`src/rtl/qed_dup_scheduler_if.sv`:
```
// Instruction and commit bundle between fetch/decode/commit and the SQED
// duplicate scheduler. The scheduler is the slave; the surrounding core
// (or a bench) drives the master side.
interface qed_dup_scheduler_if;
    logic        exec_dup;
    logic [31:0] in_instr;
    logic        in_valid;
    logic        in_ready;
    logic [31:0] out_instr;
    logic        out_valid;
    logic        out_ready;
    logic        commit_orig;
    logic        commit_dup;
    logic        dup_phase;
    logic        qed_check;
    logic        err;

    modport slave (
        input  exec_dup, in_instr, in_valid, out_ready, commit_orig, commit_dup,
        output in_ready, out_instr, out_valid, dup_phase, qed_check, err
    );

    modport master (
        output exec_dup, in_instr, in_valid, out_ready, commit_orig, commit_dup,
        input  in_ready, out_instr, out_valid, dup_phase, qed_check, err
    );
endinterface

```
`src/rtl/qed_dup_scheduler.sv`:
```
// SQED original/duplicate scheduler placed in front of decode.
// ORIG passes originals straight through and queues their register-remapped
// duplicates; DUP replays the queue; DONE drains with NOPs forever. Commit
// counters decide when both halves have retired equally (qed_check).
module qed_dup_scheduler #(
    parameter int          DEPTH     = 16,
    parameter int          AW        = 4,
    parameter int          CNT_W     = 8,
    parameter logic [31:0] NOP_INSTR = 32'h0000007F
) (
    input logic                clk,
    input logic                rst,
    qed_dup_scheduler_if.slave bus
);

    typedef enum logic [1:0] {S_ORIG, S_DUP, S_DONE} state_t;

    localparam logic [AW:0]      DEPTH_C = (AW+1)'(DEPTH);
    localparam logic [AW:0]      ONE_C   = (AW+1)'(1);
    localparam logic [CNT_W-1:0] CNT_MAX = '1;

    state_t           r_state;
    state_t           w_state_nxt;
    logic [31:0]      r_mem [DEPTH];
    logic [AW-1:0]    r_wptr;
    logic [AW-1:0]    r_rptr;
    logic [AW:0]      r_count;
    logic [CNT_W-1:0] r_n_issued;
    logic [CNT_W-1:0] r_c_orig;
    logic [CNT_W-1:0] r_c_dup;
    logic             r_dup_phase;
    logic             r_qed_check;
    logic             r_err;

    logic             w_full;
    logic             w_empty;
    logic             w_push;
    logic             w_pop;
    logic [AW:0]      w_count_after;
    logic             w_in_ready;
    logic             w_out_valid;
    logic [31:0]      w_out_instr;
    logic [CNT_W:0]   w_iss_sum;
    logic [CNT_W:0]   w_orig_sum;
    logic [CNT_W:0]   w_dup_sum;
    logic             w_err_evt;

    // Duplicate: move rd/rs1/rs2 from x0-x15 to x16-x31 by setting the MSB of
    // each field the opcode uses; memory ops also shift the offset by +64 so
    // duplicates touch a disjoint memory window.
    function automatic logic [31:0] dup_instr(input logic [31:0] x);
        logic [31:0] m;
        m = '0;
        case (x[6:0])
            7'b0110011: begin m[11] = 1'b1; m[19] = 1'b1; m[24] = 1'b1; end
            7'b0010011: begin m[11] = 1'b1; m[19] = 1'b1; end
            7'b0110111: begin m[11] = 1'b1; end
            7'b1100011: begin m[19] = 1'b1; m[24] = 1'b1; end
            7'b0000011: begin m[11] = 1'b1; m[26] = 1'b1; end
            7'b0100011: begin m[24] = 1'b1; m[26] = 1'b1; end
            default:    m = '0;
        endcase
        return x | m;
    endfunction

    function automatic logic [CNT_W-1:0] sat_inc(input logic [CNT_W-1:0] v, input logic inc);
        return (inc && (v != CNT_MAX)) ? v + CNT_W'(1) : v;
    endfunction

    assign w_full  = (r_count == DEPTH_C);
    assign w_empty = (r_count == '0);

    // Unsaturated next-cycle totals, used only to detect ordering violations.
    assign w_iss_sum  = {1'b0, r_n_issued} + (CNT_W+1)'(w_push);
    assign w_orig_sum = {1'b0, r_c_orig}   + (CNT_W+1)'(bus.commit_orig);
    assign w_dup_sum  = {1'b0, r_c_dup}    + (CNT_W+1)'(bus.commit_dup);
    assign w_err_evt  = (bus.commit_dup && (r_state == S_ORIG)) ||
                        (w_dup_sum > w_orig_sum) ||
                        (w_orig_sum > w_iss_sum);

    assign bus.in_ready  = w_in_ready;
    assign bus.out_valid = w_out_valid;
    assign bus.out_instr = w_out_instr;
    assign bus.dup_phase = r_dup_phase;
    assign bus.qed_check = r_qed_check;
    assign bus.err       = r_err;

    // Phase outputs, FIFO handshakes and next-state selection.
    always_comb begin
        w_in_ready    = 1'b0;
        w_out_valid   = 1'b0;
        w_out_instr   = '0;
        w_push        = 1'b0;
        w_pop         = 1'b0;
        w_state_nxt   = r_state;
        w_count_after = r_count;
        if (!rst) begin
            case (r_state)
                S_ORIG: begin
                    w_out_instr   = bus.in_instr;
                    w_out_valid   = bus.in_valid;
                    w_in_ready    = bus.out_ready && !w_full;
                    w_push        = bus.in_valid && w_in_ready;
                    w_count_after = r_count + (AW+1)'(w_push);
                    if ((bus.exec_dup && (w_count_after != '0)) || (w_count_after == DEPTH_C)) begin
                        w_state_nxt = S_DUP;
                    end
                end
                S_DUP: begin
                    w_out_valid = !w_empty;
                    w_out_instr = r_mem[r_rptr];
                    w_pop       = w_out_valid && bus.out_ready;
                    if (w_pop && (r_count == ONE_C)) begin
                        w_state_nxt = S_DONE;
                    end
                end
                S_DONE: begin
                    w_out_valid = 1'b1;
                    w_out_instr = NOP_INSTR;
                end
                default: w_state_nxt = S_ORIG;
            endcase
        end
    end

    // Phase register.
    always_ff @(posedge clk) begin
        if (rst) r_state <= S_ORIG;
        else     r_state <= w_state_nxt;
    end

    // FIFO pointers and occupancy; push and pop never coincide.
    always_ff @(posedge clk) begin
        if (rst) begin
            r_wptr  <= '0;
            r_rptr  <= '0;
            r_count <= '0;
        end else begin
            if (w_push) begin
                r_wptr  <= r_wptr + AW'(1);
                r_count <= r_count + ONE_C;
            end
            if (w_pop) begin
                r_rptr  <= r_rptr + AW'(1);
                r_count <= r_count - ONE_C;
            end
        end
    end

    // FIFO storage holds the already-remapped duplicate.
    always_ff @(posedge clk) begin
        if (w_push) r_mem[r_wptr] <= dup_instr(bus.in_instr);
    end

    // Saturating issue and commit counters.
    always_ff @(posedge clk) begin
        if (rst) begin
            r_n_issued <= '0;
            r_c_orig   <= '0;
            r_c_dup    <= '0;
        end else begin
            r_n_issued <= sat_inc(r_n_issued, w_push);
            r_c_orig   <= sat_inc(r_c_orig, bus.commit_orig);
            r_c_dup    <= sat_inc(r_c_dup, bus.commit_dup);
        end
    end

    // Registered status: phase flag, check point level and sticky error.
    always_ff @(posedge clk) begin
        if (rst) begin
            r_dup_phase <= 1'b0;
            r_qed_check <= 1'b0;
            r_err       <= 1'b0;
        end else begin
            r_dup_phase <= (w_state_nxt != S_ORIG);
            r_qed_check <= (r_state == S_DONE) && (r_c_orig == r_n_issued) && (r_c_dup == r_n_issued);
            r_err       <= r_err || w_err_evt;
        end
    end

endmodule

```
`src/flat_wrapper.sv`:
```
// flat-port wrapper written by rule: the top's interface ports become plain ports
module qed_dup_scheduler_flat 
#(
    parameter int          DEPTH     = 16,
    parameter int          AW        = 4,
    parameter int          CNT_W     = 8,
    parameter logic [31:0] NOP_INSTR = 32'h0000007F
)
  (clk, rst, bus_exec_dup, bus_in_instr, bus_in_valid, bus_out_ready, bus_commit_orig, bus_commit_dup, bus_in_ready, bus_out_instr, bus_out_valid, bus_dup_phase, bus_qed_check, bus_err);
  qed_dup_scheduler_if bus_i ();
  input logic clk;
  input logic rst;
  input wire logic [$bits(bus_i.exec_dup)-1:0] bus_exec_dup;
  input wire logic [$bits(bus_i.in_instr)-1:0] bus_in_instr;
  input wire logic [$bits(bus_i.in_valid)-1:0] bus_in_valid;
  input wire logic [$bits(bus_i.out_ready)-1:0] bus_out_ready;
  input wire logic [$bits(bus_i.commit_orig)-1:0] bus_commit_orig;
  input wire logic [$bits(bus_i.commit_dup)-1:0] bus_commit_dup;
  output wire logic [$bits(bus_i.in_ready)-1:0] bus_in_ready;
  output wire logic [$bits(bus_i.out_instr)-1:0] bus_out_instr;
  output wire logic [$bits(bus_i.out_valid)-1:0] bus_out_valid;
  output wire logic [$bits(bus_i.dup_phase)-1:0] bus_dup_phase;
  output wire logic [$bits(bus_i.qed_check)-1:0] bus_qed_check;
  output wire logic [$bits(bus_i.err)-1:0] bus_err;
  assign bus_i.exec_dup = bus_exec_dup;
  assign bus_i.in_instr = bus_in_instr;
  assign bus_i.in_valid = bus_in_valid;
  assign bus_i.out_ready = bus_out_ready;
  assign bus_i.commit_orig = bus_commit_orig;
  assign bus_i.commit_dup = bus_commit_dup;
  assign bus_in_ready = bus_i.in_ready;
  assign bus_out_instr = bus_i.out_instr;
  assign bus_out_valid = bus_i.out_valid;
  assign bus_dup_phase = bus_i.dup_phase;
  assign bus_qed_check = bus_i.qed_check;
  assign bus_err = bus_i.err;
  qed_dup_scheduler #(.DEPTH(DEPTH), .AW(AW), .CNT_W(CNT_W), .NOP_INSTR(NOP_INSTR)) u_core (.clk(clk), .rst(rst), .bus(bus_i));
endmodule
```
`config.mk`:
```
export PLATFORM = sky130hd
export DESIGN_NAME = qed_dup_scheduler_flat
export DESIGN_NICKNAME = d
export VERILOG_FILES = /design/src/rtl/qed_dup_scheduler_if.sv /design/src/rtl/qed_dup_scheduler.sv /design/src/flat_wrapper.sv
export SDC_FILE = /design/constraint.sdc
export NUM_CORES = 1
export LEC_CHECK = 0
export BUFFER_PORTS_ARGS = -buffer_cell sky130_fd_sc_hd__buf_2
export CORE_MARGIN = 3
export CORE_UTILIZATION = 30
export CTS_CLUSTER_DIAMETER = 120
export CTS_CLUSTER_SIZE = 40
export DETAILED_ROUTE_END_ITERATION = 7
export PLACE_DENSITY_LB_ADDON = 0.3
export REMOVE_ABC_BUFFERS = 1
export SETUP_SLACK_MARGIN = 0.5
export SKIP_CTS_REPAIR_TIMING = 1
export SYNTH_ARGS = -nofsm -noshare
export SYNTH_HDL_FRONTEND = slang
export SYNTH_SLANG_ARGS = --single-unit
export TNS_END_PERCENT = 20
```
`constraint.sdc`:
```
create_clock -name clk -period 8.55 [get_ports clk]
set_input_delay 1.2825 -clock clk [delete_from_list [all_inputs] [get_ports clk]]
set_output_delay 1.2825 -clock clk [all_outputs]
set_load 0.1 [all_outputs]
```
==> impl_results.md <==
- Outcome: finished clean
- Worst VDD drop: 0.000110 V
- Filler Cells Inserted: 7,063
- Core ar.: 74,900 µm²
- Multi-input logic area: ~6300 µm²
- Drt wl/cell: between 20 and 25 µm
- Initial antenna violation count: 2
- PD cells: approximately 180 nW/µm²
- Register bit count reported by yosys: between 500 and 600
- Global-route wire length before repair: between 70,000 and 80,000 µm
- Hold Violations, Final: 0
- Clk buf depth: 3
- Comb pwr share: 0.069
- Maxcap violations: 0
- Worst setup EP type: output pin
- Reg area: ~16,000 µm²
- R2R setup slack: 4.63 ns
- Initial Util: 0.305
- Number of synthesized flops with an enable pin: around 500
- Initial DRC count: 847
- Max H-tree Level: 1
- Main synth FF type: edfxtp_1
- Fin crit share: 0.610
- Ys async rst share: 0
- # nets final: 1,402
- CTS buffer count: 18
- Met3 Usage GRT: 0.0175
- Die Footprint: about 79,000 µm²
- Yosys warns: 0
- Grt total ovfl: 0
- GRT Max-Usage Layer: met2
- Pin count of the biggest net entering global routing: 47
- Row Count: 100
- Setup-failing EPs final: 0
- HP Class: flop to flop
- Root buf cell: clkbuf_16
- Worst-margin pin slew: between 0.8 and 0.9 ns
- Residual DRC: 0
- Net Switching: 1.06 mW
- CTS tree: done
- RSZ-0062 raised after global routing: false
- GPL Wtd Cong: 0.807
- Worst setup SP type: input pin
- Clock slew at reported path FFs: 0.13 ns
- Total Routing Usage GR: 0.134
- Post-synthesis sequential area ratio: 0.713
- Final min period: between 5 and 6 ns
- Leakage: between 7 and 8 nW
- Detailed Route WL: 53,300 µm
- Top cells by area, synth: edfxtp_1 67%, mux4_2 13%, dfxtp_1 4.0%, mux2i_1 3.0%, ha_1 2.1%
- Setup Crit Path Kind: input pin to output pin
- Die width: ~280 µm
- Share of cells above drive strength 1: 0.211
- Ports: 76
- Final core utilization: 0.334
- Met2 usage: 0.234
- Critical Path AT: ~3.9 ns
- Vias: 11,500
- Crit-path max FO: between 40 and 50
- Clk_skew: approximately 0.032 ns
- Synth-to-Final Area Change: 9.51%
- Post-synth top area cell: edfxtp_1
- Number of routed nets with antenna violations: 0
- Syn Inst Count: ~1,300
- Sequential Power Share: 0.664
- Most frequent cells in the layout: 512 x edfxtp_1, 128 x mux4_2, 80 x nor2_1
- Sink Count: around 560
- Avg Cell Area, Syn: approximately 18 µm²
- Total power: 4.51 mW
- Die Ht: around 280 µm
- Most common cell after layout, fill and taps aside: edfxtp_1
- Cell internal pwr: 3.46 mW
- Max-slew violations: 0
- Buffers on Ports: 75
- Number of global-route vias before repair: about 12,000
- Drt pass-1 iters: 5
- Switching Share: 0.234
- Mapped Area: 22,800 µm²
- Clk_lat worst skew: ~0.59 ns
- Clock power share: 0.267
- Netlist cell types: 48
- Synth top area share: 0.673
- Critical Path RT: a little over 7 ns
- Fmax: approximately 0.19 GHz
- Via/cell ratio: approximately 5.0
- Worst slew margin: 0.409
- Dpl hpwl: approximately 31,000 µm
- Met1 Use GR: 0.178
[power groups by stage]
stage	Sequential [mW]	Clock, mW	Combinational [mW]
after floorplan	3.07	0	0.202
after global placement	3.06	0	0.312
after CTS	3.00	1.25	0.318
after global routing	3.00	1.33	0.337
final	3.00	1.21	0.310
after detailed placement	3.06	0	0.317
[sequential cells by signal, indices dropped and copies added, names as in the netlist, named ones only]
register              flops
u_core.bus.err            1
u_core.r_rptr             4
u_core.bus.dup_phase      1
u_core.r_n_issued         8
u_core.r_c_dup            8
u_core.r_mem            512
u_core.r_state            2
u_core.r_c_orig           8
u_core.r_count            5
u_core.bus.qed_check      1
u_core.r_wptr             4
[cells in the mapped netlist (3+ instances only)]
master    count
and3_1       13
dfxtp_1      46
mux2i_1      69
a21oi_1      45
edfxtp_1    512
a21o_1        4
xor2_1       18
ha_1         38
o22a_1        7
nand2_1      37
buf_2        15
nand3b_1      4
or2_2         3
nand2b_1      5
nor2_1       92
o21ai_0      39
xnor2_1      24
nor4_1        3
mux4_2      128
buf_1         7
or3_1         9
o21a_1        3
inv_1        23
o22ai_1       7
nor3_1       14
clkbuf_1     42
nand4_1      13
nand3_1      22
[cell type report]
class,instances,share of cell area
flip-flops and latches,558,0.652
multi-input cells,621,0.252
well taps,969,0.0485
repair buffers,103,0.0234
clock buffers,20,0.0183
inverters,23,0.00345
clock inverters,4,0.00245
diodes,1,0.000100
[per-layer routing]
metal | part of all wire | routed length, µm
met5 | 0.00024 | 13
met4 | 0.021 | 1100
met3 | 0.037 | 1990
met2 | 0.51 | 27000
met1 | 0.43 | 23100
[worst paths after layout]
path                           from                end  depth (start not counted)
hold / removal     u_core.r_rptr[1]               flop                          2
setup reg to reg  u_core.r_count[1]     u_core.bus.err                         15
hold reg to reg    u_core.r_rptr[1]               flop                          2
setup / recovery                rst  bus_out_instr[29]                          9
[logic make-up after synthesis]
| group | Yosys count | share of synthesized area |
|---|---|---|
| adders and majority gates | 38 | 0.0208 |
| xor gates and xnor gates | 42 | 0.0161 |
| muxes | 197 | 0.156 |
| AOI/OAI and AO/OA | 121 | 0.0314 |
| and+or+nand+nor | 223 | 0.0462 |
| buffers and inverters | 89 | 0.0158 |
| DFF | 558 | 0.713 |
[critical path, cell delays in order]
cell,delay (ns)
buf_2,0.09
buf_4,0.27
nor3b_1,0.79
nand2b_2,0.29
buf_4,0.35
nor2_1,0.18
a21oi_1,0.05
o21ai_0,0.11
buf_2,0.47
[through the flow]
stage          setup TNS (ns)  cells  area (µm²)  setup WS, ns  hold slack [ns]
6_report                    0   2299       25000          3.34            0.528
5_1_grt                     0   2298       25000          3.17            0.563
4_1_cts                     0   2298       25000          3.30            0.525
3_5_place_dp                0   2274       24500          3.31            0.500
3_3_place_gp                0   2274       24500          3.45            0.491
2_1_floorplan          -22.83   1202       22600        -0.913            0.476
(Power assumes the default switching activity.)
